--- src/rtl/stack_isa_pkg.sv ---
// Shared ISA encodings for the 16-bit stack processor: opcodes, datapath control codes,
// fault codes and the fetch/control FSM state type.
package stack_isa_pkg;

    localparam logic [3:0] OP_NOP   = 4'h0;
    localparam logic [3:0] OP_PUSHI = 4'h1;
    localparam logic [3:0] OP_ADD   = 4'h2;
    localparam logic [3:0] OP_SUB   = 4'h3;
    localparam logic [3:0] OP_OR    = 4'h4;
    localparam logic [3:0] OP_SLT   = 4'h5;
    localparam logic [3:0] OP_DUP   = 4'h6;
    localparam logic [3:0] OP_OVER  = 4'h7;
    localparam logic [3:0] OP_DROP  = 4'h8;
    localparam logic [3:0] OP_SWAP  = 4'h9;
    localparam logic [3:0] OP_BEQ   = 4'hA;
    localparam logic [3:0] OP_BEZ   = 4'hB;
    localparam logic [3:0] OP_JMP   = 4'hC;
    localparam logic [3:0] OP_PUSHS = 4'hD;
    localparam logic [3:0] OP_ILL   = 4'hE;
    localparam logic [3:0] OP_HALT  = 4'hF;

    // Stack and ALU codes must match the stack datapath decoding.
    localparam logic [2:0] STK_HOLD = 3'd0;
    localparam logic [2:0] STK_PUSH = 3'd1;
    localparam logic [2:0] STK_POP2 = 3'd2;
    localparam logic [2:0] STK_DROP = 3'd3;
    localparam logic [2:0] STK_CMP  = 3'd4;
    localparam logic [2:0] STK_SWAP = 3'd5;

    localparam logic [3:0] ALU_ADD  = 4'd0;
    localparam logic [3:0] ALU_SUB  = 4'd1;
    localparam logic [3:0] ALU_OR   = 4'd3;
    localparam logic [3:0] ALU_DUP  = 4'd5;
    localparam logic [3:0] ALU_OVER = 4'd6;
    localparam logic [3:0] ALU_BEQ  = 4'd7;
    localparam logic [3:0] ALU_BEZ  = 4'd8;
    localparam logic [3:0] ALU_SLT  = 4'd9;

    localparam logic [2:0] MUX_ALU  = 3'd0;
    localparam logic [2:0] MUX_IMM  = 3'd1;

    localparam logic [1:0] FLT_NONE    = 2'd0;
    localparam logic [1:0] FLT_ILLEGAL = 2'd1;
    localparam logic [1:0] FLT_OVF     = 2'd2;

    typedef enum logic [2:0] {
        ST_FETCH,
        ST_DECODE,
        ST_FETCH_IMM,
        ST_EXEC,
        ST_BRANCH,
        ST_HALT
    } fsm_state_t;

endpackage

--- src/rtl/stack_fetch_decode_if.sv ---
// Instruction-memory req/ack bus between the fetch unit (master) and instruction memory (slave).
interface stack_fetch_decode_if #(
    parameter int PC_WIDTH   = 12,
    parameter int DATA_WIDTH = 16
);
    logic                  imem_req;
    logic [PC_WIDTH-1:0]   imem_addr;
    logic                  imem_ack;
    logic [DATA_WIDTH-1:0] imem_rdata;

    modport master (output imem_req, output imem_addr, input imem_ack, input imem_rdata);
    modport slave  (input imem_req, input imem_addr, output imem_ack, output imem_rdata);
endinterface

--- src/rtl/stack_insn_decode.sv ---
// Pure combinational opcode decode into datapath controls and instruction-class flags.
module stack_insn_decode
    import stack_isa_pkg::*;
(
    input  logic [3:0] opcode,
    output logic [2:0] stack_op,
    output logic [3:0] alu_op,
    output logic [2:0] mux_sel,
    output logic       is_branch,
    output logic       is_two_word,
    output logic       illegal
);

    always_comb begin
        stack_op    = STK_HOLD;
        alu_op      = ALU_ADD;
        mux_sel     = MUX_ALU;
        is_branch   = 1'b0;
        is_two_word = 1'b0;
        illegal     = 1'b0;
        case (opcode)
            OP_PUSHI: begin
                stack_op    = STK_PUSH;
                mux_sel     = MUX_IMM;
                is_two_word = 1'b1;
            end
            OP_ADD:   stack_op = STK_POP2;
            OP_SUB:   begin stack_op = STK_POP2; alu_op = ALU_SUB;  end
            OP_OR:    begin stack_op = STK_POP2; alu_op = ALU_OR;   end
            OP_SLT:   begin stack_op = STK_POP2; alu_op = ALU_SLT;  end
            OP_DUP:   begin stack_op = STK_PUSH; alu_op = ALU_DUP;  end
            OP_OVER:  begin stack_op = STK_PUSH; alu_op = ALU_OVER; end
            OP_DROP:  stack_op = STK_DROP;
            OP_SWAP:  stack_op = STK_SWAP;
            OP_BEQ:   begin stack_op = STK_CMP; alu_op = ALU_BEQ; is_branch = 1'b1; end
            OP_BEZ:   begin stack_op = STK_CMP; alu_op = ALU_BEZ; is_branch = 1'b1; end
            OP_PUSHS: begin stack_op = STK_PUSH; mux_sel = MUX_IMM; end
            OP_ILL:   illegal = 1'b1;
            default:  ;
        endcase
    end

endmodule

--- src/rtl/stack_fetch_decode.sv ---
// Fetch/control unit: fetches over a req/ack bus, holds pc/IR/immediate and sequences one
// control pulse per instruction towards the stack datapath.
//
//   state        | meaning
//   ST_FETCH     | request word at pc, load IR on ack
//   ST_DECODE    | classify IR, pick next state (JMP/NOP resolve here)
//   ST_FETCH_IMM | request PUSHI immediate word
//   ST_EXEC      | one-cycle datapath control pulse
//   ST_BRANCH    | one-cycle compare pulse, resolve on ALU_out[0]
//   ST_HALT      | stopped until reset
module stack_fetch_decode
    import stack_isa_pkg::*;
#(
    parameter int PC_WIDTH    = 12,
    parameter int DATA_WIDTH  = 16,
    parameter bit HALT_ON_OVF = 1'b1
) (
    input  logic                  CLK,
    input  logic                  reset,
    stack_fetch_decode_if.master  imem,
    input  logic [15:0]           ALU_out,
    input  logic                  Overflow,
    output logic [2:0]            stackOP,
    output logic [3:0]            aluOP,
    output logic [2:0]            mux_selector,
    output logic [DATA_WIDTH-1:0] immediate,
    output logic [PC_WIDTH-1:0]   pc,
    output logic                  halted,
    output logic [1:0]            fault
);

    fsm_state_t            state, state_nxt;
    logic [PC_WIDTH-1:0]   pc_q, pc_nxt;
    logic [DATA_WIDTH-1:0] ir_q, ir_nxt;
    logic [DATA_WIDTH-1:0] imm_q, imm_nxt;
    logic [1:0]            fault_q, fault_nxt;
    logic                  req;

    logic [3:0]            opcode;
    logic [PC_WIDTH-1:0]   target;
    logic [2:0]            dec_stack_op;
    logic [3:0]            dec_alu_op;
    logic [2:0]            dec_mux_sel;
    logic                  dec_is_branch;
    logic                  dec_is_two_word;
    logic                  dec_illegal;
    logic                  unused_alu_bits;

    assign opcode          = ir_q[15:12];
    assign target          = PC_WIDTH'(ir_q[11:0]);
    assign unused_alu_bits = ^ALU_out[15:1];

    stack_insn_decode u_decode (
        .opcode      (opcode),
        .stack_op    (dec_stack_op),
        .alu_op      (dec_alu_op),
        .mux_sel     (dec_mux_sel),
        .is_branch   (dec_is_branch),
        .is_two_word (dec_is_two_word),
        .illegal     (dec_illegal)
    );

    always_ff @(posedge CLK or negedge reset) begin
        if (!reset) begin
            state   <= ST_FETCH;
            pc_q    <= '0;
            ir_q    <= '0;
            imm_q   <= '0;
            fault_q <= FLT_NONE;
        end else begin
            state   <= state_nxt;
            pc_q    <= pc_nxt;
            ir_q    <= ir_nxt;
            imm_q   <= imm_nxt;
            fault_q <= fault_nxt;
        end
    end

    always_comb begin
        state_nxt    = state;
        pc_nxt       = pc_q;
        ir_nxt       = ir_q;
        imm_nxt      = imm_q;
        fault_nxt    = fault_q;
        req          = 1'b0;
        stackOP      = STK_HOLD;
        aluOP        = ALU_ADD;
        mux_selector = MUX_ALU;
        immediate    = '0;
        case (state)
            ST_FETCH: begin
                req = 1'b1;
                if (imem.imem_ack) begin
                    ir_nxt    = imem.imem_rdata;
                    pc_nxt    = pc_q + PC_WIDTH'(1);
                    state_nxt = ST_DECODE;
                end
            end
            ST_DECODE: begin
                if (dec_illegal) begin
                    fault_nxt = FLT_ILLEGAL;
                    state_nxt = ST_HALT;
                end else if (opcode == OP_HALT) begin
                    state_nxt = ST_HALT;
                end else if (dec_is_two_word) begin
                    state_nxt = ST_FETCH_IMM;
                end else if (dec_is_branch) begin
                    state_nxt = ST_BRANCH;
                end else if (opcode == OP_JMP) begin
                    pc_nxt    = target;
                    state_nxt = ST_FETCH;
                end else if (opcode == OP_NOP) begin
                    state_nxt = ST_FETCH;
                end else begin
                    state_nxt = ST_EXEC;
                end
            end
            ST_FETCH_IMM: begin
                req = 1'b1;
                if (imem.imem_ack) begin
                    imm_nxt   = imem.imem_rdata;
                    pc_nxt    = pc_q + PC_WIDTH'(1);
                    state_nxt = ST_EXEC;
                end
            end
            ST_EXEC: begin
                stackOP      = dec_stack_op;
                aluOP        = dec_alu_op;
                mux_selector = dec_mux_sel;
                if (opcode == OP_PUSHI)
                    immediate = imm_q;
                else if (opcode == OP_PUSHS)
                    immediate = DATA_WIDTH'($signed(ir_q[11:0]));
                // Overflow is judged at the same edge that commits the stack result.
                if (HALT_ON_OVF && Overflow && (opcode == OP_ADD || opcode == OP_SUB)) begin
                    fault_nxt = FLT_OVF;
                    state_nxt = ST_HALT;
                end else begin
                    state_nxt = ST_FETCH;
                end
            end
            ST_BRANCH: begin
                stackOP = dec_stack_op;
                aluOP   = dec_alu_op;
                if (ALU_out[0])
                    pc_nxt = target;
                state_nxt = ST_FETCH;
            end
            ST_HALT: ;
            default: state_nxt = ST_FETCH;
        endcase
    end

    // Reset parks the FSM in FETCH, so the request must be masked while reset is held.
    assign imem.imem_req  = req & reset;
    assign imem.imem_addr = pc_q;
    assign pc             = pc_q;
    assign halted         = (state == ST_HALT);
    assign fault          = fault_q;

endmodule

--- src/flat_wrapper.sv ---
// flat-port wrapper written by rule: the top's interface ports become plain ports
module stack_fetch_decode_flat import stack_isa_pkg::*;
#(
    parameter int PC_WIDTH    = 12,
    parameter int DATA_WIDTH  = 16,
    parameter bit HALT_ON_OVF = 1'b1
)
  (CLK, reset, ALU_out, Overflow, stackOP, aluOP, mux_selector, immediate, pc, halted, fault, imem_imem_req, imem_imem_addr, imem_imem_ack, imem_imem_rdata);
  stack_fetch_decode_if #(.PC_WIDTH(PC_WIDTH), .DATA_WIDTH(DATA_WIDTH)) imem_i ();
  input  logic CLK;
  input  logic reset;
  input  logic [15:0] ALU_out;
  input  logic Overflow;
  output logic [2:0] stackOP;
  output logic [3:0] aluOP;
  output logic [2:0] mux_selector;
  output logic [DATA_WIDTH-1:0] immediate;
  output logic [PC_WIDTH-1:0] pc;
  output logic halted;
  output logic [1:0] fault;
  output wire logic [$bits(imem_i.imem_req)-1:0] imem_imem_req;
  output wire logic [$bits(imem_i.imem_addr)-1:0] imem_imem_addr;
  input wire logic [$bits(imem_i.imem_ack)-1:0] imem_imem_ack;
  input wire logic [$bits(imem_i.imem_rdata)-1:0] imem_imem_rdata;
  assign imem_imem_req = imem_i.imem_req;
  assign imem_imem_addr = imem_i.imem_addr;
  assign imem_i.imem_ack = imem_imem_ack;
  assign imem_i.imem_rdata = imem_imem_rdata;
  stack_fetch_decode #(.PC_WIDTH(PC_WIDTH), .DATA_WIDTH(DATA_WIDTH), .HALT_ON_OVF(HALT_ON_OVF)) u_core (.CLK(CLK), .reset(reset), .imem(imem_i), .ALU_out(ALU_out), .Overflow(Overflow), .stackOP(stackOP), .aluOP(aluOP), .mux_selector(mux_selector), .immediate(immediate), .pc(pc), .halted(halted), .fault(fault));
endmodule
--- config.mk ---
export PLATFORM = sky130hd
export DESIGN_NAME = stack_fetch_decode_flat
export DESIGN_NICKNAME = d
export VERILOG_FILES = /design/src/rtl/stack_isa_pkg.sv /design/src/rtl/stack_fetch_decode_if.sv /design/src/rtl/stack_insn_decode.sv /design/src/rtl/stack_fetch_decode.sv /design/src/flat_wrapper.sv
export SDC_FILE = /design/constraint.sdc
export NUM_CORES = 1
export LEC_CHECK = 0
export BUFFER_PORTS_ARGS = -buffer_cell sky130_fd_sc_hd__buf_2
export CORE_ASPECT_RATIO = 1.1
export CORE_MARGIN = 2
export CORE_UTILIZATION = 55
export CTS_CLUSTER_SIZE = 14
export DETAILED_ROUTE_END_ITERATION = 8
export PLACE_DENSITY = 0.91
export SLEW_MARGIN = 15
export SYNTH_ARGS = -nofsm -noshare
export SYNTH_HDL_FRONTEND = slang
export SYNTH_HIERARCHICAL = 1
export SYNTH_SLANG_ARGS = --single-unit
--- constraint.sdc ---
create_clock -name CLK -period 3.62 [get_ports CLK]
set_input_delay 0.543 -clock CLK [delete_from_list [all_inputs] [get_ports CLK]]
set_output_delay 0.543 -clock CLK [all_outputs]
set_load 0.01 [all_outputs]
Word level (Yosys, flattened, before mapping)
Index checks and enable logic that the tools add are counted.

word-level totals
  memories = 0
  RAM bits = 0
  output and inout bits = 54
  ROM bits = 0
  word-level logic and storage cells = 90
  latch bits = 0
  bits in registers = 49

operators by class
  reductions and logical operators = 17
  bitwise logic cells = 2
  mux-type cells = 34
  add/subtract/negate cells = 1
  $mul = 0
  magnitude comparators = 0
  eq/ne operators = 31
  shifts and indexed selects = 0
  div/mod/pow operators = 0

operator list
  kind                                                    count
  2-to-1 mux 12 bit                                       7
  2-to-1 mux 16 bit                                       3
  case mux 12 bit (3 select lines)                        1
  == test 4 bit (second input constant)                   8
  case mux 3 bit (5 select lines)                         2
  case mux 4 bit (7 select lines)                         1
  2-to-1 mux 3 bit                                        9
  == test 4 x 3 -> 1 bit (second input constant)          4
  inequality test 2 bit (second input constant)           7
  adder 12 x 1 -> 12 bit (second input constant)          1
  == test 4 x 2 -> 1 bit (second input constant)          2
  inequality test 2 x 1 -> 1 bit (second input constant)  4
  AND reduction 8 bit                                     1
  OR reduction 2 bit                                      4
  OR reduction 4 bit                                      2
  == test 3 x 2 -> 1 bit (second input constant)          2
  == test 3 bit (second input constant)                   2
  2-to-1 mux 1 bit                                        6
  2-to-1 mux 2 bit                                        3
  AND reduction 3 bit                                     2
  == test 4 x 1 -> 1 bit (second input constant)          1
  zero test 4 bit                                         1
  2-to-1 mux 4 bit                                        1
  case mux 2 bit (2 select lines)                         1
  9 further kinds                                         10

Longest topological paths before layout
  depth after elaboration = 8
  depth in mapped cells = 8
  mapped depth without buffers = 6

Hierarchy
Netlist, hierarchy kept.

by module, submodules not included
  module              area an instance (sq um)  seq. area each (sq um)  cells an instance  instances
  stack_fetch_decode  2687.6                    1226.2                  263                1
  stack_insn_decode   195.2                     0.0                     29                 1

Worst setup path after synthesis
No wires, ideal clock.

  kind = register to output
  start point = register u_core.ir_q[15]
  end point = output immediate[0]
  path slack = 1.525 ns
  data arrival time = 1.552 ns
  data required time = 3.077 ns
  cell stages (with the launch flop) = 5
  path buffers = 1
  path through = dfrtp_1 nor4b_2 clkbuf_1 a22oi_1 nor2_1

between the ends
  word-level cells in the longest chain between the ends = 4
  elaborated cells between the ends (all ways) = 5
  those cells by class = 2 x eq/ne; 3 x mux

ends and longest elaborated chain
  what                    RTL line                   RTL
  from (decl)             stack_fetch_decode.sv:34   logic [DATA_WIDTH-1:0] ir_q, ir_nxt;
  from (signal assigned)  stack_fetch_decode.sv:73   ir_q <= ir_nxt;
  == test 4 bit           stack_fetch_decode.sv:132  else if (opcode == OP_PUSHS)
  2-to-1 mux 16 bit       stack_fetch_decode.sv:132
  2-to-1 mux 16 bit (*)   stack_fetch_decode.sv:130  if (opcode == OP_PUSHI)
  2-to-1 mux 16 bit (*)   stack_fetch_decode.sv:90   case (state)
  to (decl)               flat_wrapper.sv:17         output logic [DATA_WIDTH-1:0] immediate;

Every way passes the cells marked *; elsewhere a longest branch is shown, timed or not.

Final worst setup path
  start point = register u_core.ir_q[14]
  end point = output immediate[12]

Same word-level chain as after synthesis.

==> results.cfg <==
[logic_synthesis]
yosys.area.top_type = dfrtp_1
synthCells = 292
synth-seq-cells = 49
yosys_warnings = 6
synth_seq_area_share = 0.4253
syn_area_um2 = 2883
yosys.area.top_type_share = 0.4253
synth-edff-count = 0
synthFlopType = dfrtp_1
synthArstFlopShare = 1.000
syn_avg_cell_area_um2 = 9.872
yosysUniqueCellTypes = 54
synthTopCellsByArea = dfrtp_1 43%, mux2_2 13%, buf_4 3.6%

[cts]
cts_sinks = 49
cts_buffer_depth = 2
cts_root_buf = clkbuf_8
cts.clk_slew.worst_paths_ps = 100
cts_tree = built
h-tree-depth = 2
cts_made_buffers = 5
cts_setup_buffers = 0
hold_buffers = 0
post_cts_resized = 0
clock_latency_ps = 310

[timing]
setup_viol_count_final = 0
worst_hold_slack_ps = 339.6
rsz0062_at_grt = false
max_freq_ghz = 0.3576
fin_crit_ps = 2796
period_share = 0.7725
setup_tns_ps = 0
clock_skew_ps = 11.88
layout_setup_ws_ps = 823.6
maxSlewViolCount = 0
slew_headroom = 0.4256
worstMarginPinSlew_ps = 860.6
hold_viol = 0

[final_layout]
finish.utilization = 0.6393
drive_gt1_frac = 0.3596
seq_area_um2 = 1226
nNetsFinal = 378
multi_input_area_um2 = 1428
area_growth_pct = 11.63
fillCellCount = 397
antenna_cells = 0

[setup_path]
crit_fanout = 14
cp_top_family = simple AND/OR/NAND/NOR gates
critPathRequiredTime_ps = 3080
critPathCaptureType = primary output
worstSetupPathType = reg2out
crit_slowest_cell = dfrtp_1
cp.buffers_inverters = 1
start_kind = flop
worstPathArrival_ps = 2250
worst_path_largest_cell_delay_ps = 640
path_cells = and2_1 > and3b_1 > nand2_1 > a21oi_1 > buf_2

[power]
leakagePower_nw = 1.441
p_per_area_nw_per_um2 = 299.0
finalPower_uw = 962.3
ir_worst_vdd_v = 0.0002967

[global_route]
grt_usage = 0.2283
grt-ovfl-total = 0
grt_max_degree = 50
antenna_found_initial = 0
first_global_vias = 2190
grt_pass1_wl_mm = 10.56

[place]
portBuffers = 72
dp_hpwl_mm = 4.582
place.gp.congestion = 0.8717
detailedPlace.worstSlack_ps = 1194

[drt]
vias = 2397
ant_nets = 0
drc_errors = 0
route.detailed.wl_per_inst_um = 16.09
met2_length_mm = 3.250
drt_iter0_drc = 361
avgViaCountPerCell = 5.993
dr_wl_met3_um = 353
postRouteWirelength_mm = 6.436
m1WireLength_mm = 2.742
drtPass1Iterations = 4
highest_layer = met4

[die]
pin_count = 90
die_width_um = 73.03
core_um2 = 5034
die-height_um = 79.93
start_util = 0.5727
fp.dieArea_um2 = 5837
placementRows = 27

[job]
drv_cap = 0

[hold_path]
hold_class = in2async

[outcome]
status = complete, no violations
## cell families after synthesis
| family | share of synthesized area |
|---|---|
| and+or+nand+nor | 0.1862 |
| AOI/OAI and AO/OA | 0.1675 |
| DFF | 0.4253 |
| buffers and inverters | 0.08073 |
| muxes | 0.1285 |
| xor gates and xnor gates | 0.006077 |
| adders and majority gates | 0.004340 |
| other | 0.001301 |
## final cells by class
type / instances / share of cell area
multi-input cells: 206 / 0.4436
clock inverters: 3 / 0.006610
repair buffers: 76 / 0.1213
flip-flops and latches: 49 / 0.3810
inverters: 3 / 0.003499
clock buffers: 5 / 0.02138
well taps: 58 / 0.02255
## state kept, by name (all words and copies together), names as in the netlist
register               count
u_core/imm_q              16
u_core/ir_q               16
u_core/imem.imem_addr     12
u_core/fault               2
u_core/state               3
## cells in the mapped netlist, types with 6 or more instances
cell      number
buf_2          6
a22oi_1       12
nor2b_1       10
o21ai_0       10
nand2_1       15
clkbuf_1      11
nor2_1        26
and3_1         8
dfrtp_1       49
buf_4         14
mux2_2        32
a21oi_1       11
nor3_1         8
## metal layers
metal  up-vias  GRT usage
met5         -          0
met4         0    0.06481
met3        12    0.03662
met2        89     0.3685
met1      1156     0.3159
li1       1140          -
## stage by stage
| step | area [um2] | std cells |
|---|---|---|
| 2_1_floorplan | 2887 | 293 |
| 3_3_place_gp | 3128 | 392 |
| 3_5_place_dp | 3128 | 392 |
| 4_1_cts | 3218 | 400 |
| 5_1_grt | 3218 | 400 |
| 6_report | 3218 | 400 |
## worst reg2reg max path: stages, from the launching register on
cell	delay, ps
dfrtp_1	730
nand2b_1	200
nor3_1	80
nor2_1	170
a31oi_1	100
buf_4	190
or2_1	320
a211o_1	320
## where the power goes
part | internal [mW] | switching [mW] | total [mW]
Combinational | 0.0315 | 0.0327 | 0.0642
Sequential | 0.556 | 0.0170 | 0.573
Clock | 0.137 | 0.188 | 0.325
## path summary, 6_finish.rpt
check,startpoint,end,slack [ps],depth (start not counted)
worst max-delay path,u_core/ir_q[14],immediate[12],820,5
worst min-delay path,reset,u_core/imm_q[5],340,2
worst max register to register,u_core/ir_q[13],u_core/imem.imem_addr[0],1410,7
worst min register to register,u_core/fault[0],u_core/fault[0],490,1
max in group asynchronous,reset,u_core/imm_q[14],2870,2
min in group CLK,imem_imem_rdata[9],u_core/ir_q[9],480,2
## cell usage in the layout (no fill, tap or decap), types with 10 or more instances in the layout
cell     Yosys  routed
nand2_1     15      15
mux2_2      32      32
nor2b_1     10      10
dfrtp_1     49      49
buf_2        6      72
a22oi_1     12      12
o21ai_0     10      10
a21oi_1     11      11
nor2_1      26      26
(Power assumes the default switching activity.)
